$ cat src/rtl/slot_allocator_pkg.sv
// Shared helpers for the slot allocator: pointer arithmetic that is
// independent of the pool size an instance is built with.
package slot_allocator_pkg;

  function automatic int wrap_inc(input int idx, input int len);
    return (idx + 1 >= len) ? 0 : idx + 1;
  endfunction

endpackage

$ cat src/rtl/rr_priority_pick.sv
// Circular first-set search: picks the first set bit of i_mask scanning
// upward from i_ptr and wrapping, returned as a one-hot vector.
module rr_priority_pick #(
  parameter int LEN   = 32,
  parameter int PTR_W = $clog2(LEN)
) (
  input  logic [LEN-1:0]   i_mask,
  input  logic [PTR_W-1:0] i_ptr,
  output logic [LEN-1:0]   o_pick_oh,
  output logic             o_found
);

  logic [LEN-1:0] w_rot;
  logic [LEN-1:0] w_rot_oh;

  // Rotate so the pointer slot sits at bit 0, isolate the lowest set bit,
  // then rotate the one-hot result back into slot order.
  assign w_rot     = LEN'({i_mask, i_mask} >> i_ptr);
  assign w_rot_oh  = w_rot & (~w_rot + LEN'(1));
  assign o_pick_oh = LEN'(({w_rot_oh, w_rot_oh} << i_ptr) >> LEN);
  assign o_found   = |i_mask;

endmodule

$ cat src/rtl/slot_allocator.sv
// Round-robin slot pool: grants one free slot per request cycle with a
// registered one-hot grant, and tracks busy slots, fullness and free count.
module slot_allocator
  import slot_allocator_pkg::*;
#(
  parameter int LEN   = 32,
  parameter int IDX_W = $clog2(LEN + 1)
) (
  input  logic             clk,
  input  logic             rst,
  input  logic             IN_req,
  input  logic [LEN-1:0]   IN_free,
  input  logic             IN_flush,
  output logic [LEN-1:0]   OUT_allocOH,
  output logic             OUT_valid,
  output logic             OUT_full,
  output logic [IDX_W-1:0] OUT_freeCount
);

  localparam int PTR_W = $clog2(LEN);

  logic [LEN-1:0]   r_busy;
  logic [PTR_W-1:0] r_ptr;
  logic [LEN-1:0]   r_alloc_oh;
  logic             r_valid;
  logic             r_full;
  logic [IDX_W-1:0] r_free_cnt;

  logic [LEN-1:0]   w_pick_oh;
  logic             w_found;
  logic             w_grant;
  logic [PTR_W-1:0] w_pick_idx;
  logic [PTR_W-1:0] w_ptr_nxt;
  logic [LEN-1:0]   w_busy_nxt;

  function automatic logic [IDX_W-1:0] count_free(input logic [LEN-1:0] busy);
    logic [IDX_W-1:0] n;
    n = '0;
    for (int i = 0; i < LEN; i++) begin
      if (!busy[i]) n = n + IDX_W'(1);
    end
    return n;
  endfunction

  // Candidates come from the registered busy vector, so slots being
  // released this cycle are still excluded from the search.
  rr_priority_pick #(
    .LEN   (LEN),
    .PTR_W (PTR_W)
  ) u_pick (
    .i_mask    (~r_busy),
    .i_ptr     (r_ptr),
    .o_pick_oh (w_pick_oh),
    .o_found   (w_found)
  );

  assign w_grant = IN_req & w_found & ~IN_flush;

  always_comb begin
    w_pick_idx = '0;
    for (int i = 0; i < LEN; i++) begin
      if (w_pick_oh[i]) w_pick_idx = PTR_W'(i);
    end
  end

  assign w_ptr_nxt  = PTR_W'(wrap_inc(32'(w_pick_idx), LEN));
  assign w_busy_nxt = IN_flush ? '0
                    : ((r_busy & ~IN_free) | (w_grant ? w_pick_oh : '0));

  always_ff @(posedge clk or posedge rst) begin
    if (rst) begin
      r_busy     <= '0;
      r_ptr      <= '0;
      r_alloc_oh <= '0;
      r_valid    <= 1'b0;
      r_full     <= 1'b0;
      r_free_cnt <= IDX_W'(LEN);
    end else begin
      r_busy     <= w_busy_nxt;
      if (IN_flush)     r_ptr <= '0;
      else if (w_grant) r_ptr <= w_ptr_nxt;
      r_alloc_oh <= w_grant ? w_pick_oh : '0;
      r_valid    <= w_grant;
      r_full     <= &w_busy_nxt;
      r_free_cnt <= count_free(w_busy_nxt);
    end
  end

  assign OUT_allocOH   = r_alloc_oh;
  assign OUT_valid     = r_valid;
  assign OUT_full      = r_full;
  assign OUT_freeCount = r_free_cnt;

  a_free_only_busy: assert property (@(posedge clk) disable iff (rst)
    !IN_flush |-> ((IN_free & ~r_busy) == '0));

  a_grant_onehot: assert property (@(posedge clk) disable iff (rst)
    $onehot0(r_alloc_oh) && (r_valid == (|r_alloc_oh)));

endmodule

$ cat config.mk
export PLATFORM = sky130hd
export DESIGN_NAME = slot_allocator
export DESIGN_NICKNAME = d
export VERILOG_FILES = /design/src/rtl/slot_allocator_pkg.sv /design/src/rtl/rr_priority_pick.sv /design/src/rtl/slot_allocator.sv
export SDC_FILE = /design/constraint.sdc
export NUM_CORES = 1
export LEC_CHECK = 0
export BUFFER_PORTS_ARGS = -buffer_cell sky130_fd_sc_hd__buf_4
export CORE_ASPECT_RATIO = 1.4
export CORE_MARGIN = 2
export CORE_UTILIZATION = 35
export CTS_CLUSTER_DIAMETER = 30
export DETAILED_ROUTE_END_ITERATION = 7
export GPL_ROUTABILITY_DRIVEN = 0
export SYNTH_ARGS = -nofsm -noshare
export SYNTH_HDL_FRONTEND = slang
export SYNTH_SLANG_ARGS = --single-unit
$ cat constraint.sdc
create_clock -name clk -period 30.8 [get_ports clk]
set_input_delay 6.16 -clock clk [delete_from_list [all_inputs] [get_ports clk]]
set_output_delay 6.16 -clock clk [all_outputs]
set_load 0.01 [all_outputs]
# Word level (Yosys, flattened, before mapping)
# Index checks and enable logic that the tools add are counted.
[word_totals] memories=0 mem_bits_rw=0 input_bits=36 word_cells=122 latchBits=0 mem_bits_ro=0 out_inout_bits=40 ff_bits=77
[classes] shifts=2 mux=68 add_sub_neg=33 mul=0 n_reduce_logical=3 n_eq_ne=0 n_bitwise=9 div_mod_pow=0 order_cmp=1
[op_table] operator="$add A6 B1 Y6 const B" n=31
[op_table] operator="$mux W6" n=31
[op_table] operator="$mux W5" n=33
[op_table] operator="$not A32 Y32" n=3
[op_table] operator="$and A32 B32 Y32" n=2
[op_table] operator="$mux W32" n=2
[op_table] operator="$shl A64 B5 Y64" n=1
[op_table] operator="$shr A64 B5 Y32" n=1
[op_table] operator="$add A32 B1 Y32 const B" n=1
[op_table] operator="$or A32 B32 Y32" n=1
[op_table] operator="$reduce_and A32 Y1" n=1
[op_table] operator="$reduce_or A32 Y1" n=1
[op_table] operator="$add A5 B1 Y6 const B" n=1
[op_table] operator="$ge A6 B6 Y1 const B" n=1
[op_table] operator="$and A1 B1 Y1" n=2
[op_table] operator="$mux W1" n=2
[op_table] operator="$reduce_bool A2 Y1" n=1
[op_table] operator="$not A1 Y1" n=1

# Logic depth before layout (Yosys ltp)
[logic_depth] word_depth=72 mapped_depth=107 ltp_nobuf=102

# Modules after synthesis
# Synthesis repeated with hierarchy kept, for this count alone.
[unflattened] cells_unflattened=1766 area_unflattened_um2=14019.7
[by_module_without_submodules] mod="slot_allocator" n_inst=1 seq_area_each_um2=1928.1 cells_per_inst=965 area_per_inst_um2=7931.4
[by_module_without_submodules] mod="rr_priority_pick" n_inst=1 seq_area_each_um2=0.0 cells_per_inst=801 area_per_inst_um2=6088.3

# Least setup slack after synthesis
# No wires, ideal clock.
[synth_path] kind="input-to-reg" from="input IN_flush" to="register r_free_cnt[4] (netlist: OUT_freeCount[4])" path_stages=91 required_time_ps=30668 path_slack_ps=8342 arrival_ps=22326 setup_ps=132 path_buffers=4 path_cell_list="clkbuf_1 > inv_1 > nand2_1 > inv_1 > clkbuf_1 > clkbuf_1 > clkbuf_1 > o211ai_1 > inv_1 > a21oi_1 > ha_1 > or3_1 > o211ai_1 > a211oi_1 > ha_1 > nor4b_1 > or2_2 > ha_1 > [... 55 more ...] > ha_1 > xor2_1 > a311oi_1 > ha_1 > xnor2_1 > a311oi_1 > ha_1 > nand2_1 > xnor2_1 > xnor2_1 > xnor2_1 > xnor2_1 > o31a_1 > o22ai_1 > xor2_1 > nand4_1 > xor2_1 > xnor2_1"
[synth_between] elab_chain_len=68
[synth_rtl] element="start: declaration" line_no="slot_allocator.sv:13" text="input logic IN_flush,"
[synth_rtl] element="$not A1 Y1 *" line_no="slot_allocator.sv:57" text="assign w_grant = IN_req & w_found & ~IN_flush;"
[synth_rtl] element="$and A1 B1 Y1 *" line_no="slot_allocator.sv:57"
[synth_rtl] element="via w_grant" line_no="slot_allocator.sv:31" text="logic w_grant;"
[synth_rtl] element="$mux W32 *" line_no="slot_allocator.sv:68" text=": ((r_busy & ~IN_free) | (w_grant ? w_pick_oh : '0));"
[synth_rtl] element="$or A32 B32 Y32 *" line_no="slot_allocator.sv:68"
[synth_rtl] element="$mux W32 *" line_no="slot_allocator.sv:67" text="assign w_busy_nxt = IN_flush ? '0"
[synth_rtl] element="$mux W1" line_no="slot_allocator.sv:40" text="if (!busy[i]) n = n + IDX_W'(1);"
[synth_rtl] element="$add A6 B1 Y6" line_no="slot_allocator.sv:40"
[synth_rtl] element="[... 53 more ...]"
[synth_rtl] element="$add A6 B1 Y6" line_no="slot_allocator.sv:40"
[synth_rtl] element="$mux W6" line_no="slot_allocator.sv:40"
[synth_rtl] element="$add A6 B1 Y6" line_no="slot_allocator.sv:40"
[synth_rtl] element="$mux W6" line_no="slot_allocator.sv:40"
[synth_rtl] element="$add A6 B1 Y6" line_no="slot_allocator.sv:40"
[synth_rtl] element="$mux W6" line_no="slot_allocator.sv:40"
[synth_rtl] element="$add A6 B1 Y6" line_no="slot_allocator.sv:40"
[synth_rtl] element="$mux W6 *" line_no="slot_allocator.sv:40"
[synth_rtl] element="end signal: assignment" line_no="slot_allocator.sv:77" text="r_free_cnt <= IDX_W'(LEN);"
[synth_rtl] element="end signal: assignment" line_no="slot_allocator.sv:85" text="r_free_cnt <= count_free(w_busy_nxt);"
[synth_rtl] element="end: declaration" line_no="slot_allocator.sv:27" text="logic [IDX_W-1:0] r_free_cnt;"
# Mark *: on every way through the listed nets, which the timed path passes. The rest lies on a longest branch.
# A chain may end at the register's enable or synchronous reset.

# Worst setup path after layout
[layout_path] from="input IN_flush" to="register r_free_cnt[4] (netlist: OUT_freeCount[4])"
[layout_between] elab_cells_between_ends=68 classes_between="31 x add/sub; 34 x mux; 3 x bitwise"
[layout_rtl] element="$not A1 Y1" line_no="slot_allocator.sv:57"
[layout_rtl] element="$and A1 B1 Y1" line_no="slot_allocator.sv:57"
[layout_rtl] element="$mux W32" line_no="slot_allocator.sv:68"
[layout_rtl] element="$or A32 B32 Y32" line_no="slot_allocator.sv:68"
[layout_rtl] element="$mux W32 *" line_no="slot_allocator.sv:67"
[layout_rtl] element="via w_busy_nxt[1]" line_no="slot_allocator.sv:34" text="logic [LEN-1:0] w_busy_nxt;"
[layout_rtl] element="$mux W6 *" line_no="slot_allocator.sv:40"
[layout_rtl] element="$add A6 B1 Y6" line_no="slot_allocator.sv:40"
[layout_rtl] element="[... 51 more ...]"
[layout_rtl] element="$add A6 B1 Y6" line_no="slot_allocator.sv:40"
[layout_rtl] element="$mux W6 *" line_no="slot_allocator.sv:40"
[layout_rtl] element="$add A6 B1 Y6" line_no="slot_allocator.sv:40"
[layout_rtl] element="$mux W6 *" line_no="slot_allocator.sv:40"
[layout_rtl] element="$add A6 B1 Y6" line_no="slot_allocator.sv:40"
[layout_rtl] element="$mux W6 *" line_no="slot_allocator.sv:40"
[layout_rtl] element="$add A6 B1 Y6" line_no="slot_allocator.sv:40"
[layout_rtl] element="$mux W6 *" line_no="slot_allocator.sv:40"
# Marked as above.

==> run metrics <==
Tot GR Track Use 28.91%; Post-Route Skew 0.006274 ns; total vias in the final route 16,348; die area 43,890 sq um; area leader, netlist dfrtp_1; CTS tree done; DRT Pass-1 Iters 7; most frequent cells in the layout nor2_1, nand2_1, buf_4; M2 GR Usage 47.88%; reg2reg setup slack 7.94 ns; Max Cap Violations 0; setup TNS 0 ns; #FFs+latches synth 77; CP required 31.03 ns; WL final 64.18 mm; H-Tree Depth 3; synthesized area per cell 7.947 sq um; most used cell, CP ha_1; die width 177.6 um; cell depth of the worst setup path 94; PortBufs 75; Synth top area share 12.87%; Buf+Inv Stages, Crit Path 9; clk_lat worst skew 0.36 ns; synthesis-to-layout area growth 8.715%; number of enable flip-flop cells after synthesis 0; launching point of the worst reg2reg path r_ptr[0]; post-detail-place hpwl 48.91 mm; CP Class in -> reg; max-slew violation count 0; Worst Path Arrival 24.91 ns; Yosys cell types 107; Clock Sinks 77; RSZ-0062 raised after global routing false; cell depth of the worst flop-to-flop path 97; share of layout cells above drive strength 1 16.34%; Worst Tran Pin Value 1.217 ns; CP max stage delay 0.47 ns; Crit. End Element flop; Post-layout nets 1,930; pre-CTS setup slack 6.061 ns; Final Worst Setup Slack 6.117 ns; Crit path max-delay family compound AO/OA/AOI/OAI gates; Max Clock Freq 0.04051 GHz; top cells by area, synth dfrtp_1, mux4_2, nor2_1; min cycle time layout 24.68 ns; Top FF cell, synth dfrtp_1; Die Ht 247.1 um; DR DRC count 0; root cell of the clock tree clkbuf_16; Hold Crit Depth 2; Core Region 41,870 sq um; hold crit path type reg -> reg; largest net degree at the start of global routing 72; most used routing layer met2; placed cells 2,396; Antenna Violating Nets Remaining 0; syn nets 1,927; post-synthesis sequential area ratio 13.05%; post-CTS resize count 0; antenna violations before repair 2; number of top-level pins 76; commonest non-fill, non-tap cell in the layout nor2_1; Endpoint, Worst Hold r_busy[1]; ys async rst share 100.0%; hold path startpoint r_busy[1]; met1 usage 32.26%; TritonCTS buffer count 9; clock buffer depth 2; row count 89; final instance count without filler cells 2,413; first-pass GRT wire length 96.04 mm; DR WL/cell 26.60 um; worst hold slack 0.7907 ns; drt initial violations 2,190; final setup fails 0; Congestion Overflow GR 0; ant diodes 0; worst-path fanout max 35; Clock transition at path regs 0.06 ns; final worst-path cycle share 80.14%; Yosys warnings 0; CP Launch Type input pin; cell count after synthesis 1,859; Fillers 4,399; vias in the first global route 15,694; met3 usage 4.428%; Max stage delay cell, worst path a21oi_1; r2r endpoint OUT_freeCount[4]; Initial Util 35.28%; setup bufs post-CTS 0; vias per std cell 6.775; cts hold-fix bufs 0; Post-Syn Area 14,770 sq um; status completed; slew margin rel. 18.89%; Final Hold Vio Count 0
synthesized netlist by cell type, drive strengths merged (56+ instances only):
library cell	number
nor2	204
nand2	189
xnor2	94
a21oi	91
mux4	79
dfrtp	76
mux2i	76
o21ai	71
nand3	69
clkbuf	64
inv	59
nand4	56
nor3	56
tightest hold or removal path: stages, from the launching register on:
cell     delay (ns)
dfrtp_1        0.53
a21oi_1        0.15
inv_1          0.08
state kept, by name, summed over array words and instances, names as in the netlist:
register and flops:
OUT_allocOH 32, OUT_freeCount 6, OUT_full 1, OUT_valid 1
r_busy 32, r_ptr 5
final cells by class:
type | count | area (sq um) | area share, %
multi-input cells | 1610 | 12140 | 75.61
flip-flops and latches | 77 | 1939 | 12.08
repair buffers | 101 | 755.7 | 4.706
well taps | 546 | 683.2 | 4.254
inverters | 63 | 237.7 | 1.480
clock buffers | 9 | 225.2 | 1.402
clock inverters | 7 | 76.32 | 0.4752
cell families (layout without fill, tap and decap cells):
family	count (synthesis)	in the layout	share of synthesized area (%)
AND/OR/NAND/NOR	795	795	27.05
AO/OA/AOI/OAI	435	435	20.67
multiplexers	201	201	20.88
buffers and inverters	172	180	4.785
XOR/XNOR	146	146	10.79
flip-flops	77	77	13.05
adder cells (fa/ha/maj)	33	33	2.778
worst max path at each step:
| stage | start | endpoint |
|---|---|---|
| after floorplan | IN_flush | OUT_freeCount[4] |
| after global placement | IN_flush | OUT_freeCount[4] |
| after detailed placement | IN_flush | OUT_freeCount[4] |
| after CTS | IN_flush | OUT_freeCount[4] |
| after global routing | IN_flush | OUT_freeCount[4] |
| final | IN_flush | OUT_freeCount[4] |
stage by stage:
stage / util [%] / area (sq um)
2_1_floorplan: - / 14770
3_3_place_gp: 37.63 / 15750
3_5_place_dp: 37.63 / 15750
4_1_cts: 38.35 / 16060
5_1_grt: 38.36 / 16060
6_report: 38.36 / 16060
layer usage:
layer	part of all wire (%)	wire, um
met4	10	6570
met5	0.050	32
met3	8.1	5220
met1	35	22270
met2	47	30090
Power is left out: the tool's default activity adds up to more than one toggle a clock period on the data nets, which glitch-free logic cannot reach.
